### src/rtl/ps2_scancode_decoder_if.sv
// Handshake and event bundle between the PS/2 receiver FIFO, the scan-code
// decoder and its downstream consumer.
interface ps2_scancode_decoder_if #(
  parameter int CNT_W = 8
);
  logic [7:0]       ps2_byte;
  logic             ps2_ready;
  logic             ps2_overflow;
  logic             nextdata_n;
  logic             key_valid;
  logic [7:0]       key_code;
  logic             key_ext;
  logic             key_release;
  logic [7:0]       key_ascii;
  logic             key_held;
  logic [CNT_W-1:0] press_count;
  logic             ovf_seen;

  modport master (
    output ps2_byte, ps2_ready, ps2_overflow,
    input  nextdata_n, key_valid, key_code, key_ext, key_release,
           key_ascii, key_held, press_count, ovf_seen
  );

  modport slave (
    input  ps2_byte, ps2_ready, ps2_overflow,
    output nextdata_n, key_valid, key_code, key_ext, key_release,
           key_ascii, key_held, press_count, ovf_seen
  );
endinterface

### src/rtl/ps2_scancode_decoder.sv
// PS/2 scan-code decoder: pops receiver bytes, folds E0/F0 prefixes into key events.
// Optional macro REPEAT_FILTER_EN suppresses typematic repeats of the held key.
module ps2_scancode_decoder #(
  parameter int CNT_W = 8
) (
  input  logic                   clk,
  input  logic                   clrn,
  ps2_scancode_decoder_if.slave  bus
);
  localparam logic [1:0] S_IDLE   = 2'd0;
  localparam logic [1:0] S_EXT    = 2'd1;
  localparam logic [1:0] S_BRK    = 2'd2;
  localparam logic [1:0] S_EXTBRK = 2'd3;
  localparam logic [7:0] B_EXT    = 8'hE0;
  localparam logic [7:0] B_BRK    = 8'hF0;

  logic [1:0]       r_state;
  logic [1:0]       r_wait;
  logic             r_nextdata_n;
  logic             r_key_valid;
  logic [7:0]       r_key_code;
  logic             r_key_ext;
  logic             r_key_release;
  logic [7:0]       r_key_ascii;
  logic             r_key_held;
  logic [7:0]       r_held_code;
  logic             r_held_ext;
  logic [CNT_W-1:0] r_press_count;
  logic             r_ovf_seen;

  logic [1:0]       w_state_nxt;
  logic             w_emit;
  logic             w_ext;
  logic             w_rel;
  logic             w_capture;
  logic             w_repeat;
  logic             w_fire;
  logic             w_held_match;

  function automatic logic [7:0] f_ascii(input logic [7:0] code);
    case (code)
      8'h1C: f_ascii = 8'h41;  8'h32: f_ascii = 8'h42;  8'h21: f_ascii = 8'h43;
      8'h23: f_ascii = 8'h44;  8'h24: f_ascii = 8'h45;  8'h2B: f_ascii = 8'h46;
      8'h34: f_ascii = 8'h47;  8'h33: f_ascii = 8'h48;  8'h43: f_ascii = 8'h49;
      8'h3B: f_ascii = 8'h4A;  8'h42: f_ascii = 8'h4B;  8'h4B: f_ascii = 8'h4C;
      8'h3A: f_ascii = 8'h4D;  8'h31: f_ascii = 8'h4E;  8'h44: f_ascii = 8'h4F;
      8'h4D: f_ascii = 8'h50;  8'h15: f_ascii = 8'h51;  8'h2D: f_ascii = 8'h52;
      8'h1B: f_ascii = 8'h53;  8'h2C: f_ascii = 8'h54;  8'h3C: f_ascii = 8'h55;
      8'h2A: f_ascii = 8'h56;  8'h1D: f_ascii = 8'h57;  8'h22: f_ascii = 8'h58;
      8'h35: f_ascii = 8'h59;  8'h1A: f_ascii = 8'h5A;
      8'h45: f_ascii = 8'h30;  8'h16: f_ascii = 8'h31;  8'h1E: f_ascii = 8'h32;
      8'h26: f_ascii = 8'h33;  8'h25: f_ascii = 8'h34;  8'h2E: f_ascii = 8'h35;
      8'h36: f_ascii = 8'h36;  8'h3D: f_ascii = 8'h37;  8'h3E: f_ascii = 8'h38;
      8'h46: f_ascii = 8'h39;
      8'h29: f_ascii = 8'h20;  8'h5A: f_ascii = 8'h0D;  8'h66: f_ascii = 8'h08;
      default: f_ascii = 8'h00;
    endcase
  endfunction

  // Capture, then one pop cycle and one wait cycle before the next capture.
  assign w_capture = (r_wait == 2'd0) && bus.ps2_ready;

  always_comb begin
    w_state_nxt = r_state;
    w_emit      = 1'b0;
    w_ext       = 1'b0;
    w_rel       = 1'b0;
    case (r_state)
      S_IDLE: begin
        if (bus.ps2_byte == B_EXT)      w_state_nxt = S_EXT;
        else if (bus.ps2_byte == B_BRK) w_state_nxt = S_BRK;
        else                            w_emit = 1'b1;
      end
      S_EXT: begin
        if (bus.ps2_byte == B_BRK)      w_state_nxt = S_EXTBRK;
        else if (bus.ps2_byte != B_EXT) begin
          w_emit = 1'b1; w_ext = 1'b1; w_state_nxt = S_IDLE;
        end
      end
      S_BRK: begin
        if (bus.ps2_byte == B_EXT)      w_state_nxt = S_EXT;
        else if (bus.ps2_byte != B_BRK) begin
          w_emit = 1'b1; w_rel = 1'b1; w_state_nxt = S_IDLE;
        end
      end
      default: begin
        if (bus.ps2_byte != B_EXT && bus.ps2_byte != B_BRK) begin
          w_emit = 1'b1; w_ext = 1'b1; w_rel = 1'b1; w_state_nxt = S_IDLE;
        end
      end
    endcase
  end

  assign w_held_match = (bus.ps2_byte == r_held_code) && (w_ext == r_held_ext);
`ifdef REPEAT_FILTER_EN
  assign w_repeat = !w_rel && r_key_held && w_held_match;
`else
  assign w_repeat = 1'b0;
`endif
  // Overflow wins over a final byte captured in the same cycle.
  assign w_fire = w_capture && !bus.ps2_overflow && w_emit && !w_repeat;

  always_ff @(posedge clk or negedge clrn) begin
    if (!clrn) begin
      r_state       <= S_IDLE;
      r_wait        <= 2'd0;
      r_nextdata_n  <= 1'b1;
      r_key_valid   <= 1'b0;
      r_key_code    <= 8'h00;
      r_key_ext     <= 1'b0;
      r_key_release <= 1'b0;
      r_key_ascii   <= 8'h00;
      r_key_held    <= 1'b0;
      r_held_code   <= 8'h00;
      r_held_ext    <= 1'b0;
      r_press_count <= '0;
      r_ovf_seen    <= 1'b0;
    end else begin
      r_nextdata_n <= !w_capture;
      if (w_capture)           r_wait <= 2'd2;
      else if (r_wait != 2'd0) r_wait <= r_wait - 2'd1;

      if (bus.ps2_overflow) begin
        r_ovf_seen <= 1'b1;
        r_state    <= S_IDLE;
      end else if (w_capture) begin
        r_state <= w_state_nxt;
      end

      r_key_valid <= w_fire;
      if (w_fire) begin
        r_key_code    <= bus.ps2_byte;
        r_key_ext     <= w_ext;
        r_key_release <= w_rel;
        r_key_ascii   <= w_ext ? 8'h00 : f_ascii(bus.ps2_byte);
        if (!w_rel) begin
          r_held_code   <= bus.ps2_byte;
          r_held_ext    <= w_ext;
          r_key_held    <= 1'b1;
          r_press_count <= r_press_count + CNT_W'(1);
        end else if (w_held_match) begin
          r_key_held <= 1'b0;
        end
      end
    end
  end

  assign bus.nextdata_n  = r_nextdata_n;
  assign bus.key_valid   = r_key_valid;
  assign bus.key_code    = r_key_code;
  assign bus.key_ext     = r_key_ext;
  assign bus.key_release = r_key_release;
  assign bus.key_ascii   = r_key_ascii;
  assign bus.key_held    = r_key_held;
  assign bus.press_count = r_press_count;
  assign bus.ovf_seen    = r_ovf_seen;
endmodule

### src/flat_wrapper.sv
// flat-port wrapper written by rule: the top's interface ports become plain ports
module ps2_scancode_decoder_flat 
#(
  parameter int CNT_W = 8
)
  (clk, clrn, bus_ps2_byte, bus_ps2_ready, bus_ps2_overflow, bus_nextdata_n, bus_key_valid, bus_key_code, bus_key_ext, bus_key_release, bus_key_ascii, bus_key_held, bus_press_count, bus_ovf_seen);
  ps2_scancode_decoder_if #(.CNT_W(CNT_W)) bus_i ();
  input  logic clk;
  input  logic clrn;
  input wire logic [$bits(bus_i.ps2_byte)-1:0] bus_ps2_byte;
  input wire logic [$bits(bus_i.ps2_ready)-1:0] bus_ps2_ready;
  input wire logic [$bits(bus_i.ps2_overflow)-1:0] bus_ps2_overflow;
  output wire logic [$bits(bus_i.nextdata_n)-1:0] bus_nextdata_n;
  output wire logic [$bits(bus_i.key_valid)-1:0] bus_key_valid;
  output wire logic [$bits(bus_i.key_code)-1:0] bus_key_code;
  output wire logic [$bits(bus_i.key_ext)-1:0] bus_key_ext;
  output wire logic [$bits(bus_i.key_release)-1:0] bus_key_release;
  output wire logic [$bits(bus_i.key_ascii)-1:0] bus_key_ascii;
  output wire logic [$bits(bus_i.key_held)-1:0] bus_key_held;
  output wire logic [$bits(bus_i.press_count)-1:0] bus_press_count;
  output wire logic [$bits(bus_i.ovf_seen)-1:0] bus_ovf_seen;
  assign bus_i.ps2_byte = bus_ps2_byte;
  assign bus_i.ps2_ready = bus_ps2_ready;
  assign bus_i.ps2_overflow = bus_ps2_overflow;
  assign bus_nextdata_n = bus_i.nextdata_n;
  assign bus_key_valid = bus_i.key_valid;
  assign bus_key_code = bus_i.key_code;
  assign bus_key_ext = bus_i.key_ext;
  assign bus_key_release = bus_i.key_release;
  assign bus_key_ascii = bus_i.key_ascii;
  assign bus_key_held = bus_i.key_held;
  assign bus_press_count = bus_i.press_count;
  assign bus_ovf_seen = bus_i.ovf_seen;
  ps2_scancode_decoder #(.CNT_W(CNT_W)) u_core (.clk(clk), .clrn(clrn), .bus(bus_i));
endmodule
### config.mk
export PLATFORM = sky130hd
export DESIGN_NAME = ps2_scancode_decoder_flat
export DESIGN_NICKNAME = d
export VERILOG_FILES = /design/src/rtl/ps2_scancode_decoder_if.sv /design/src/rtl/ps2_scancode_decoder.sv /design/src/flat_wrapper.sv
export SDC_FILE = /design/constraint.sdc
export NUM_CORES = 1
export LEC_CHECK = 0
export CAP_MARGIN = 40
export CORE_MARGIN = 1
export CORE_UTILIZATION = 30
export CTS_BUF_LIST = sky130_fd_sc_hd__clkbuf_4 sky130_fd_sc_hd__clkbuf_8 sky130_fd_sc_hd__clkbuf_16
export DETAILED_ROUTE_END_ITERATION = 10
export PLACE_DENSITY_LB_ADDON = 0.05
export SLEW_MARGIN = 20
export SYNTH_ARGS = -nofsm -noshare
export SYNTH_HDL_FRONTEND = slang
export SYNTH_SLANG_ARGS = --single-unit
### constraint.sdc
create_clock -name clk -period 2.4 [get_ports clk]
set_input_delay 0.24 -clock clk [delete_from_list [all_inputs] [get_ports clk]]
set_output_delay 0.24 -clock clk [all_outputs]
set_load 0.05 [all_outputs]
==> flow_metrics.env, run 1 <==
export IMPL_ys_ff_latch=42
export IMPL_via_count=2108
export IMPL_cpPeakStageDelay_ps=400
export IMPL_finalSetupViolCount=0
export IMPL_crit_path_max_fanout=16
export IMPL_nNetsFinal=342
export IMPL_placeableCoreArea_sq_um=8220
export IMPL_clock_path_buffers=2
export IMPL_rsz0062_at_grt="no"
export IMPL_final_common_cell="dfrtp_1"
export IMPL_finalNonFillerCells=427
export IMPL_path_delay_family="simple AND/OR/NAND/NOR gates"
export IMPL_p_per_area_nw_per_um2=995
export IMPL_synth_warnings=0
export IMPL_syn_to_final_growth_pct=27.4
export IMPL_status="finished clean"
export IMPL_synth_edf_count=0
export IMPL_postSynthNetCount=297
export IMPL_path_cells="inv_1, ha_1, and3b_1, o31ai_4, nor2_4, mux2_2"
export IMPL_r2r_cells=6
export IMPL_multi_input_area_sq_um=1360
export IMPL_hold_class="primary input to async pin"
export IMPL_synth_area_sq_um=2550
export IMPL_relSlewSlack_pct=66.5
export IMPL_start_util_pct=31.0
export IMPL_dieArea_sq_um=8870
export IMPL_async_flop_share_pct=100
export IMPL_drt_iter0_drc=187
export IMPL_grt_use_total_pct=16.6
export IMPL_synthDistinctLibCells=54
export IMPL_setup_ws_ps=285
export IMPL_routed_via_density=4.94
export IMPL_drive_gt1_share_pct=12.1
export IMPL_antenna_cells=0
export IMPL_worst_pin_slew_ps=501
export IMPL_regToRegSetupSlack_ps=290
export IMPL_placedCellCount=418
export IMPL_max_vdd_ir_drop_uv=424
export IMPL_period_share_pct=88.1
export IMPL_timing_fmax_mhz=473
export IMPL_worstReg2RegEnd="u_core.r_held_code[0]$_DFFE_PN0P_"
export IMPL_path_class="flip-flop to flip-flop"
export IMPL_cts_buffers=5
export IMPL_grt_pass1_wl_microns=11200
export IMPL_gr_total_overflow=0
export IMPL_cp_arrival_ps=2310
export IMPL_post_cts_buffers=0
export IMPL_cts_resized=0
export IMPL_fin_area_sq_um=3250
export IMPL_grt_max_degree=41
export IMPL_wirelength_microns=6770
export IMPL_io_pins=42
export IMPL_drc=0
export IMPL_synth_ff_type="dfrtp_1"
export IMPL_fp_dieW_microns=94.2
export IMPL_fillerInstances=856
export IMPL_regArea_sq_um=1050
export IMPL_row_count=33
export IMPL_htree_levels=2
export IMPL_clock_latency_ps=300
export IMPL_final_setup_skew_ps=7.34
export IMPL_antenna_left=0
export IMPL_crit_path_top_delay_cell="dfrtp_1"
export IMPL_grt_pass1_vias=2080
export IMPL_place_gp_congestion=0.835
export IMPL_antenna_found_initial=0
export IMPL_crit_buf_inv=1
export IMPL_wl_per_cell_microns=15.9
export IMPL_clk_pin_slew_ps=90
export IMPL_max_cap_violations=0
export IMPL_hpwlAfterDp_microns=4870
export IMPL_worstReg2RegStart="u_core.r_wait[0]$_DFFE_PN0P_"
export IMPL_hold_viol=0
export IMPL_slew_viol_final=0
export IMPL_final_cell_mix="41 x dfrtp_1, 39 x clkdlybuf4s50_1, 34 x nand2_1"
export IMPL_dp_slack_ps=114
export IMPL_worstPathRequired_ps=2590
export IMPL_leakagePower_nw=1.38
export IMPL_cp_start_kind="flip-flop"
export IMPL_synth_cells=276
export IMPL_post_dp_cell_area_sq_um=3150
export IMPL_cp_end_kind="flip-flop"
export IMPL_cts_num_sinks=42
export IMPL_yosysSeqAreaShare_pct=41.3
export IMPL_dr_pass1_iters=4
export IMPL_avgSynthCellArea_sq_um=9.23
export IMPL_cts_tree="built"
export IMPL_finalSetupTns_ps=0
export IMPL_portBuffers=40
export IMPL_period_needed_ps=2110
export IMPL_cts_root_buffer="clkbuf_8"
export IMPL_fp_dieH_microns=94.2
==> flip-flops by register name (all words and copies together), names as in the netlist <==
register and cells:
u_core.r_wait 2, u_core.r_held_ext 1, u_core.bus.key_ascii 7, u_core.bus.nextdata_n 1, u_core.bus.key_ext 1, u_core.bus.press_count 8, u_core.r_held_code 8, u_core.bus.key_release 1
u_core.bus.key_code 8, u_core.bus.key_held 1, u_core.bus.key_valid 1, u_core.bus.ovf_seen 1, u_core.r_state 2
==> synthesized netlist by cell type, types with 6 or more instances <==
cell	count	area (sq um)
a21oi_1	19	95.1
buf_2	7	35.0
buf_4	6	45.0
dfrtp_1	41	1030
ha_1	9	113
inv_1	8	30.0
mux2_2	6	67.6
nand2_1	34	128
nand3_1	7	35.0
nor2_1	20	75.1
nor2b_1	7	43.8
o21ai_0	19	95.1
xnor2_1	11	96.3
==> cells by family (layout without fill, tap and decap cells) <==
logic type,after synthesis,in the layout,synth area share (%)
AO/OA/AOI/OAI,73,73,18.9
AND/OR/NAND/NOR,95,95,18.1
buffers and inverters,27,73,5.50
multiplexers,13,13,6.19
XOR/XNOR,16,16,5.50
adder cells (fa/ha/maj),9,9,4.42
flip-flops,42,42,41.3
other,1,1,0.147
==> through the flow <==
stage	util (%)	total power (W)	hold slack, ps
5_1_grt	39.5	0.00344	421
6_report	39.5	0.00323	368
3_5_place_dp	38.3	0.00278	168
3_3_place_gp	38.1	0.00277	452
4_1_cts	39.5	0.00328	375
2_1_floorplan	-	0.00225	-55.6
==> layout make-up <==
type	instances	share of cell area, %
inverter	8	0.924
tap	105	4.04
timing repair buffer	57	18.1
sequential	42	32.4
clock inverter	3	0.655
clock buffer	5	2.12
multi-input combinational	207	41.8
==> layer usage <==
metal,vias up,wire (microns),share of wire [%],track usage [%]
li1,1060,-,-,-
met1,997,3700,55,25.5
met2,46,2790,41,24.1
met3,5,228,3.4,2.67
met4,0,55,0.81,3.46
met5,-,0,0,0
==> repair_timing <==
| action | CTS | global route |
|---|---|---|
| hold endpoints to repair | 12 | 0 |
| hold buffers | 1 | 0 |
| endpoints found under the setup margin | 0 | 0 |
==> worst max-delay path by stage <==
stage	from	end	slack [ps]	cells after the start
after floorplan	bus_ps2_byte[1]	u_core.bus.press_count[1]$_DFFE_PN0P_	450	8
after global placement	bus_ps2_byte[0]	u_core.r_held_code[0]$_DFFE_PN0P_	150	7
after detailed placement	bus_ps2_byte[0]	u_core.r_held_code[5]$_DFFE_PN0P_	110	7
after CTS	u_core.r_wait[0]$_DFFE_PN0P_	u_core.r_held_code[5]$_DFFE_PN0P_	240	6
after global routing	u_core.r_wait[0]$_DFFE_PN0P_	u_core.r_held_code[2]$_DFFE_PN0P_	130	6
final	u_core.r_wait[0]$_DFFE_PN0P_	u_core.r_held_code[0]$_DFFE_PN0P_	290	6
==> where the power goes <==
part	internal, W	total [W]	switching [W]
Sequential	0.000970	0.00115	0.000179
Clock	0.000205	0.000477	0.000272
Combinational	0.000619	0.00161	0.000988
Total	0.00179	0.00323	0.00144
Note: power is estimated with default switching activity, not from simulation.
==> run 2, diff against run 1 <==
- SKIP_CTS_REPAIR_TIMING: default -> 1
==> results of run 2 <==
The final DEF is identical to that of run 1; final timing and power are the same.
Among the figures that moved: via count of the first global-routing pass 2080 -> 2068; met2 usage 24.1% -> 24.0%
